`src/rtl/memreg_responder.sv`:
```
// Bus responder serving a DEPTH x 8 scratch memory plus CTRL/XFERCNT/ID registers,
// with programmable wait states. Optional error responses: define MEMREG_ERR_RESP_EN.
`timescale 1ns/1ps

module memreg_responder #(
  parameter int         DEPTH         = 16,
  parameter logic [3:0] WAIT_DEFAULT  = 4'd0,
  parameter logic [7:0] UNMAPPED_DATA = 8'hEE
) (
  input  logic       clock,
  input  logic       rst_n,
  input  logic       trans,
  input  logic       write,
  input  logic [7:0] waddr,
  input  logic [7:0] wdata,
  output logic       readyout,
  output logic [7:0] rdata,
  output logic       err,
  output logic [1:0] dbg_state
);

  localparam int         IW      = (DEPTH > 1) ? $clog2(DEPTH) : 1;
  localparam logic [8:0] DEPTH_L = 9'(DEPTH);

  typedef enum logic [1:0] {
    S_IDLE = 2'd0,
    S_WAIT = 2'd1,
    S_RESP = 2'd2
  } state_t;

  state_t     r_state;
  state_t     w_next;
  logic       r_write;
  logic [7:0] r_addr;
  logic [7:0] r_wdata;
  logic [3:0] r_wcnt;
  logic [3:0] r_ctrl;
  logic [7:0] r_xfercnt;
  logic [7:0] r_rdata;
  logic       r_err;
  logic [7:0] r_mem [DEPTH];

  logic       w_cur_write;
  logic [7:0] w_cur_addr;
  logic [7:0] w_cur_data;
  logic       w_is_mem;
  logic [7:0] w_rd_data;
  logic       w_err;
  logic       w_commit;

  // With zero wait states the commit edge is the sampling edge, so the
  // transfer fields come straight from the bus rather than the latches.
  assign w_cur_write = (r_state == S_IDLE) ? write : r_write;
  assign w_cur_addr  = (r_state == S_IDLE) ? waddr : r_addr;
  assign w_cur_data  = (r_state == S_IDLE) ? wdata : r_wdata;
  assign w_is_mem    = ({1'b0, w_cur_addr} < DEPTH_L);

  always_comb begin
    w_rd_data = UNMAPPED_DATA;
    if (w_is_mem) begin
      w_rd_data = r_mem[w_cur_addr[IW-1:0]];
    end else begin
      case (w_cur_addr)
        8'h10:   w_rd_data = {4'b0000, r_ctrl};
        8'h11:   w_rd_data = r_xfercnt;
        8'h12:   w_rd_data = 8'h5A;
        default: w_rd_data = UNMAPPED_DATA;
      endcase
    end
  end

`ifdef MEMREG_ERR_RESP_EN
  assign w_err = (!w_is_mem && (w_cur_addr != 8'h10) && (w_cur_addr != 8'h11) &&
                  (w_cur_addr != 8'h12)) || (w_cur_write && (w_cur_addr == 8'h12));
`else
  assign w_err = 1'b0;
`endif

  always_comb begin
    w_next = r_state;
    case (r_state)
      S_IDLE: if (trans) w_next = (r_ctrl == 4'd0) ? S_RESP : S_WAIT;
      S_WAIT: if (r_wcnt == 4'd1) w_next = S_RESP;
      S_RESP: w_next = S_IDLE;
      default: w_next = S_IDLE;
    endcase
  end

  // RESP always exits after one cycle, so this is only true on the entering edge.
  assign w_commit = (w_next == S_RESP);

  always_ff @(posedge clock or negedge rst_n) begin
    if (!rst_n) begin
      r_state   <= S_IDLE;
      r_write   <= 1'b0;
      r_addr    <= 8'h00;
      r_wdata   <= 8'h00;
      r_wcnt    <= 4'd0;
      r_ctrl    <= WAIT_DEFAULT;
      r_xfercnt <= 8'h00;
      r_rdata   <= 8'h00;
      r_err     <= 1'b0;
      for (int i = 0; i < DEPTH; i++) r_mem[i] <= 8'h00;
    end else begin
      r_state <= w_next;
      if (r_state == S_IDLE && trans) begin
        r_write <= write;
        r_addr  <= waddr;
        r_wdata <= wdata;
        r_wcnt  <= r_ctrl;
      end else if (r_state == S_WAIT) begin
        r_wcnt <= r_wcnt - 4'd1;
      end
      if (w_commit) begin
        r_rdata <= w_cur_write ? w_cur_data : w_rd_data;
        r_err   <= w_err;
        if (w_cur_write && w_cur_addr == 8'h11) r_xfercnt <= 8'h00;
        else                                    r_xfercnt <= r_xfercnt + 8'd1;
        if (w_cur_write && w_is_mem) r_mem[w_cur_addr[IW-1:0]] <= w_cur_data;
        if (w_cur_write && w_cur_addr == 8'h10) r_ctrl <= w_cur_data[3:0];
      end
    end
  end

  assign readyout  = (r_state == S_RESP);
  assign rdata     = r_rdata;
  assign err       = r_err;
  assign dbg_state = r_state;

endmodule

```
`config.mk`:
```
export PLATFORM = sky130hd
export DESIGN_NAME = memreg_responder
export DESIGN_NICKNAME = d
export VERILOG_FILES = /design/src/rtl/memreg_responder.sv
export SDC_FILE = /design/constraint.sdc
export NUM_CORES = 1
export LEC_CHECK = 0
export CAP_MARGIN = 40
export CORE_ASPECT_RATIO = 1.4
export CORE_MARGIN = 2
export CORE_UTILIZATION = 40
export DETAILED_ROUTE_END_ITERATION = 8
export GPL_ROUTABILITY_DRIVEN = 0
export GPL_TIMING_DRIVEN = 0
export PLACE_DENSITY = 0.56
export SLEW_MARGIN = 20
export SYNTH_ARGS = -nofsm -noshare
export SYNTH_HDL_FRONTEND = slang
export SYNTH_SLANG_ARGS = --single-unit
export TNS_END_PERCENT = 1
```
`constraint.sdc`:
```
create_clock -name clock -period 2.8 [get_ports clock]
set_input_delay 0.84 -clock clock [delete_from_list [all_inputs] [get_ports clock]]
set_output_delay 0.84 -clock clock [all_outputs]
set_load 0.02 [all_outputs]
```
==> flow_metrics.tcl, run 1 <==
set metrics [dict create \
    die_area_mm2 0.0215 \
    die-height_um 173 \
    synth-edff-count 0 \
    post-route-period-util_pct 99.5 \
    fin_crit_ns 2.79 \
    p_sw_share_pct 35.6 \
    finalCoreUtilization_pct 48.4 \
    worstPathRequired_ns 3.17 \
    hpwl_um 17400 \
    reg2reg_from "dbg_state[0]$_DFF_PN0_" \
    slew_violations 0 \
    ys_top_cells_by_area "dfrtp_1, nand2_1, o21ai_1" \
    grt_overflow_total 0 \
    diodes 0 \
    syn-num-nets 835 \
    layout.nets 892 \
    yosysTopAreaCellShare_pct 52.7 \
    cts_tree "done" \
    pwr-share-seq_pct 38.9 \
    drv_cap 0 \
    netlist_area_mm2 0.00812 \
    worstSetupPathType "in -> reg" \
    syn_area_per_cell_um2 10.0 \
    tightest_slew_ns 0.865 \
    clock_skew_ns 0.00872 \
    arrival_ns 3.16 \
    worstSetupEndpointType "register" \
    hold_path_class "in -> async" \
    syn_to_final_growth_pct 18.8 \
    internal_power_mw 4.86 \
    htree_levels 4 \
    via_per_inst 5.67 \
    dr.pass1.iters 5 \
    path_clk_slew_ns 0.07 \
    peakVddDrop_uv 433 \
    io_pins 32 \
    detail_route.wl_per_cell_um 21.9 \
    synth_ff_type "dfrtp_1" \
    grt_pass1_wl_um 39000 \
    antenna_left 0 \
    cts_buffers 17 \
    grt_max_degree 91 \
    synthArstFlopShare_pct 100 \
    final-setup-viol-count 0 \
    yosysTopAreaCell "dfrtp_1" \
    port_buffers 30 \
    yosysWarnings 0 \
    multi_input_area_mm2 0.00364 \
    combPwrFrac_pct 28.6 \
    reg2reg_depth 10 \
    wl_um 24800 \
    layout-drive-gt1-share_pct 21.5 \
    rr_endpoint "rdata[7]$_DFFE_PN0P_" \
    syn_inst 812 \
    worst_skew_pair.late_latency_ns 0.44 \
    ys_types 61 \
    drtIter0Drc 499 \
    drc 0 \
    num_rows 61 \
    num_vias 6434 \
    critPathMaxFanout 10 \
    fp.coreArea_mm2 0.0199 \
    start_kind "input pin" \
    switchingPower_mw 2.69 \
    mostFrequentLayoutCells "dfrtp_1, nand2_1, o21ai_1" \
    synth-seq-cells 171 \
    first_global_vias 6601 \
    fmax_mhz 359 \
    p_leak_nw 4.04 \
    tns_ns 0 \
    grt_antenna_before_repair 0 \
    power_density_mw_per_mm2 783 \
    reg2reg_setup_slack_ns 0.13 \
    seq_area_frac_synth_pct 52.7 \
    clkPwrFrac_pct 32.5 \
    ctsRootBufferMaster "clkbuf_16" \
    ctsHoldBuffers 0 \
    nFillCells 1874 \
    hold_violations 0 \
    rsz0062_at_grt "yes" \
    fin_hold_ws_ns 0.375 \
    outcome "complete, no violations" \
    register_area_mm2 0.00428 \
    start_util_pct 40.8 \
    clock-sinks 171 \
    die_w_um 124 \
    grt_usage_pct 23.6 \
    cts_buffer_depth 2 \
    final_common_cell "dfrtp_1" \
    slew_headroom_pct 41.2 \
    fin_total_pwr_mw 7.55 \
]
-- critical path, cell delays in order --
cell             delay [ns]
clkdlybuf4s50_1        0.56
nor4_1                 0.08
a21oi_1                0.31
clkbuf_1               0.45
a21oi_4                0.12
a211oi_2               0.45
o41ai_2                0.23
nand2_1                0.10
-- worst max path at each step --
| stage | end | depth (start not counted) | start |
|---|---|---|---|
| floorplan | r_mem[45]$_DFFE_PN0P_ | 9 | trans |
| global placement | r_mem[37]$_DFFE_PN0P_ | 1 | rst_n |
| detailed placement | rdata[0]$_DFFE_PN0P_ | 8 | waddr[0] |
| CTS | r_mem[30]$_DFFE_PN0P_ | 10 | waddr[7] |
| global route | rdata[7]$_DFFE_PN0P_ | 8 | waddr[2] |
| finish | rdata[7]$_DFFE_PN0P_ | 8 | waddr[3] |
-- synthesized netlist by cell type, types with 8 or more instances --
| master | number |
|---|---|
| mux2i_1 | 13 |
| a21oi_1 | 48 |
| buf_6 | 11 |
| nor3_1 | 9 |
| buf_2 | 25 |
| and3_1 | 8 |
| o21ai_2 | 31 |
| dfrtp_1 | 171 |
| mux2_2 | 18 |
| a22oi_1 | 52 |
| clkbuf_1 | 20 |
| nor2_1 | 36 |
| or4_1 | 9 |
| o21ai_0 | 29 |
| nand2_1 | 135 |
| o21ai_1 | 89 |
-- flip-flops by register name, summed over array words and instances, names as in the netlist, 2 cells and up --
register   cells
r_wdata        8
r_xfercnt      8
r_addr         8
r_mem        128
r_ctrl         4
dbg_state      2
rdata          8
r_wcnt         4
-- final cells by class --
cell class	instances	share of cell area [%]
sequential	171	44.4
multi-input combinational	576	37.7
clock buffer	19	4.49
buffer	61	4.28
timing repair buffer	38	3.98
tap	252	3.27
clock inverter	13	1.73
inverter	4	0.156
-- per-stage QoR --
stage | std cells | worst slack, ns | area (um2)
detailed placement | 1101 | -0.923 | 8840
floorplan | 812 | 0.134 | 8120
CTS | 1134 | 0.0106 | 9600
global route | 1134 | -0.100 | 9650
finish | 1134 | 0.0128 | 9650
global placement | 1094 | -6.47 | 8740
-- metal layers --
layer	up-vias	routed length, um	GRT usage, %
li1	3043	-	-
met1	3156	10500	30.2
met2	184	12200	39.7
met3	51	1090	3.22
met4	0	966	10.6
met5	-	0	0
-- cell families after synthesis --
family	Yosys count	synth area share, %
AOI/OAI and AO/OA	281	21.7
xor gates and xnor gates	6	0.647
adders and majority gates	3	0.462
buffers and inverters	65	4.59
DFF	171	52.7
muxes	36	5.28
other	1	0.0462
and+or+nand+nor	249	14.6
-- power by group through the flow --
stage	logic (mW)	clock network [mW]	registers [mW]
after floorplan	1.13	0	2.99
after global placement	1.99	0	2.96
after detailed placement	2.06	0	2.97
after CTS	2.13	2.48	2.93
after global routing	2.29	2.57	2.97
final	2.16	2.45	2.94
-- repair_timing --
| action | CTS | global route |
|---|---|---|
| gates resized for setup | 51 | 13 |
| setup buffers | 1 | 0 |
| endpoints found under the setup margin | 147 | 65 |
| pin swaps | 4 | 4 |
No activity file was read; power rests on OpenSTA's default activity.
==> run 2, diff against run 1 <==
CORE_UTILIZATION = 30   (was 40)
PLACE_DENSITY = 0.45   (was 0.56)
==> run 2 against run 1 <==
Global-route usage is 3.4 points lower. Setup slack better by 0.075 ns. Utilization decreased by 11 points. Register-to-register slack got worse by 0.03 ns. Non-clock buffer count grew 10. Worst hold slack got worse by 0.042 ns. Clock skew about the same. Combinational power rose by 5%.
==> flow_metrics.tcl, run 2 (synthesis results as in run 1) <==
set metrics [dict create \
    outcome "complete, no violations" \
    hpwl_um 19800 \
    cts_buffer_depth 2 \
    grt_most_used_layer "met2" \
    internal_power_mw 5.03 \
    fin_crit_ns 2.71 \
    grt_max_degree 62 \
    slew_violations 0 \
    grt_use_met2_pct 34.5 \
    groute.layer.met1.usage_pct 24.7 \
    post-place-ws_ns -1.10 \
    slew_headroom_pct 48.4 \
    ctsRootBufferMaster "clkbuf_16" \
    syn_to_final_growth_pct 22.7 \
    ctsHoldBuffers 0 \
    reg2reg_setup_slack_ns 0.10 \
    top_register "r_mem" \
    critPathMaxFanout 10 \
    post-route-period-util_pct 96.9 \
    final-setup-viol-count 0 \
    first_global_vias 6404 \
    switchingPower_mw 2.72 \
    layout-drive-gt1-share_pct 22.8 \
    fp.coreArea_mm2 0.0267 \
    mostFrequentLayoutCells "dfrtp_1, nand2_1, o21ai_1" \
    p_leak_nw 4.12 \
    drc 0 \
    arrival_ns 3.01 \
    detail_route.wl_per_cell_um 21.7 \
    drtIter0Drc 439 \
    num_vias 6411 \
    wl_um 27300 \
    dr.pass1.iters 4 \
    via_per_inst 5.10 \
    hold_path_class "in -> async" \
    grt_pass1_wl_um 41600 \
    layout.nets 902 \
    cts_tree "done" \
    grt_antenna_before_repair 0 \
    htree_levels 4 \
    fin_total_pwr_mw 7.75 \
    start_util_pct 30.4 \
    worstPathRequired_ns 3.10 \
    largest_register_ffs 128 \
    pwr-share-seq_pct 37.9 \
    diodes 0 \
    num_rows 71 \
    antenna_left 0 \
    port_buffers 30 \
    worstSetupEndpointType "register" \
    peakVddDrop_uv 301 \
    worstSetupPathType "in -> reg" \
    clock-sinks 171 \
    drv_cap 0 \
    cts_buffers 17 \
    worst_skew_pair.late_latency_ns 0.44 \
    combPwrFrac_pct 29.1 \
    die_area_mm2 0.0284 \
    grtUsageMet3_pct 3.42 \
    grt_overflow_total 0 \
    start_kind "input pin" \
    grt_usage_pct 20.2 \
    power_density_mw_per_mm2 778 \
    path_clk_slew_ns 0.06 \
    clkPwrFrac_pct 33.0 \
    p_sw_share_pct 35.1 \
    final_common_cell "dfrtp_1" \
    die_w_um 143 \
    hold_violations 0 \
    io_pins 32 \
    layout_setup_ws_ns 0.0880 \
    fmax_mhz 369 \
    die-height_um 199 \
    tightest_slew_ns 0.766 \
    clock_skew_ns 0.00903 \
]
[run 2: timing repair]
action / in CTS / in global routing
buffers inserted: 2 / 6
setup endpoints to repair: 149 / 98
resized for setup: 55 / 22
pin swaps: 4 / 5
[run 2: metal layers]
metal  vias up  share of wire (%)
met1      3176                 41
met4         0                4.1
li1       3051                  -
met5         -                  0
met3        49                3.6
met2       135                 51
[run 2: area by class of cell]
| type | instances | area [um2] |
|---|---|---|
| buffer | 61 | 417 |
| multi-input combinational | 576 | 3680 |
| clock buffer | 21 | 460 |
| sequential | 171 | 4280 |
| tap | 365 | 457 |
| timing repair buffer | 48 | 487 |
| fill | 2696 | 16800 |
| inverter | 4 | 15.0 |
| clock inverter | 11 | 166 |
[run 2: metrics by stage]
step	hold slack [ns]	instances	util [%]	TNS [ns]	area, um2
3_3_place_gp	0.463	1207	33.2	-1276.46	8880
3_5_place_dp	0.468	1217	33.8	-107.76	9040
2_1_floorplan	0.445	812	-	0	8120
6_report	0.333	1257	37.3	0	9970
5_1_grt	0.347	1257	37.3	-0.00892	9970
4_1_cts	0.338	1251	36.9	-0.0267	9860
[run 2: power by group through the flow]
| stage | Combinational (mW) | Clock, mW | Sequential [mW] |
|---|---|---|---|
| finish | 2.26 | 2.56 | 2.93 |
| CTS | 2.25 | 2.62 | 2.93 |
| floorplan | 1.13 | 0 | 2.99 |
| global route | 2.42 | 2.72 | 2.97 |
| global placement | 2.08 | 0 | 2.96 |
| detailed placement | 2.16 | 0 | 2.97 |
[run 2: critical path, stage by stage]
cell and delay [ns]:
clkdlybuf4s15_1 0.27, or4b_4 0.50, o21ai_4 0.20, nand2_2 0.18
or4_1 0.52, buf_2 0.21, buf_6 0.16, nand2_1 0.06
o21ai_1 0.05
[run 2: final timing paths]
kind	depth (start not counted)	from	endpoint
max	9	waddr[1]	r_mem[13]$_DFFE_PN0P_
min	1	rst_n	r_mem[11]$_DFFE_PN0P_
max reg2reg	9	dbg_state[0]$_DFF_PN0_	r_mem[13]$_DFFE_PN0P_
min reg2reg	2	r_mem[32]$_DFFE_PN0P_	r_mem[32]$_DFFE_PN0P_
max in group asynchronous	3	rst_n	rdata[1]$_DFFE_PN0P_
min in group clock	2	r_mem[32]$_DFFE_PN0P_	r_mem[32]$_DFFE_PN0P_
==> run 3, diff against run 2 <==
HOLD_SLACK_MARGIN = 0.08   (was unset)
==> results of run 3 <==
The final DEF is identical to that of run 2; final timing and power are the same.
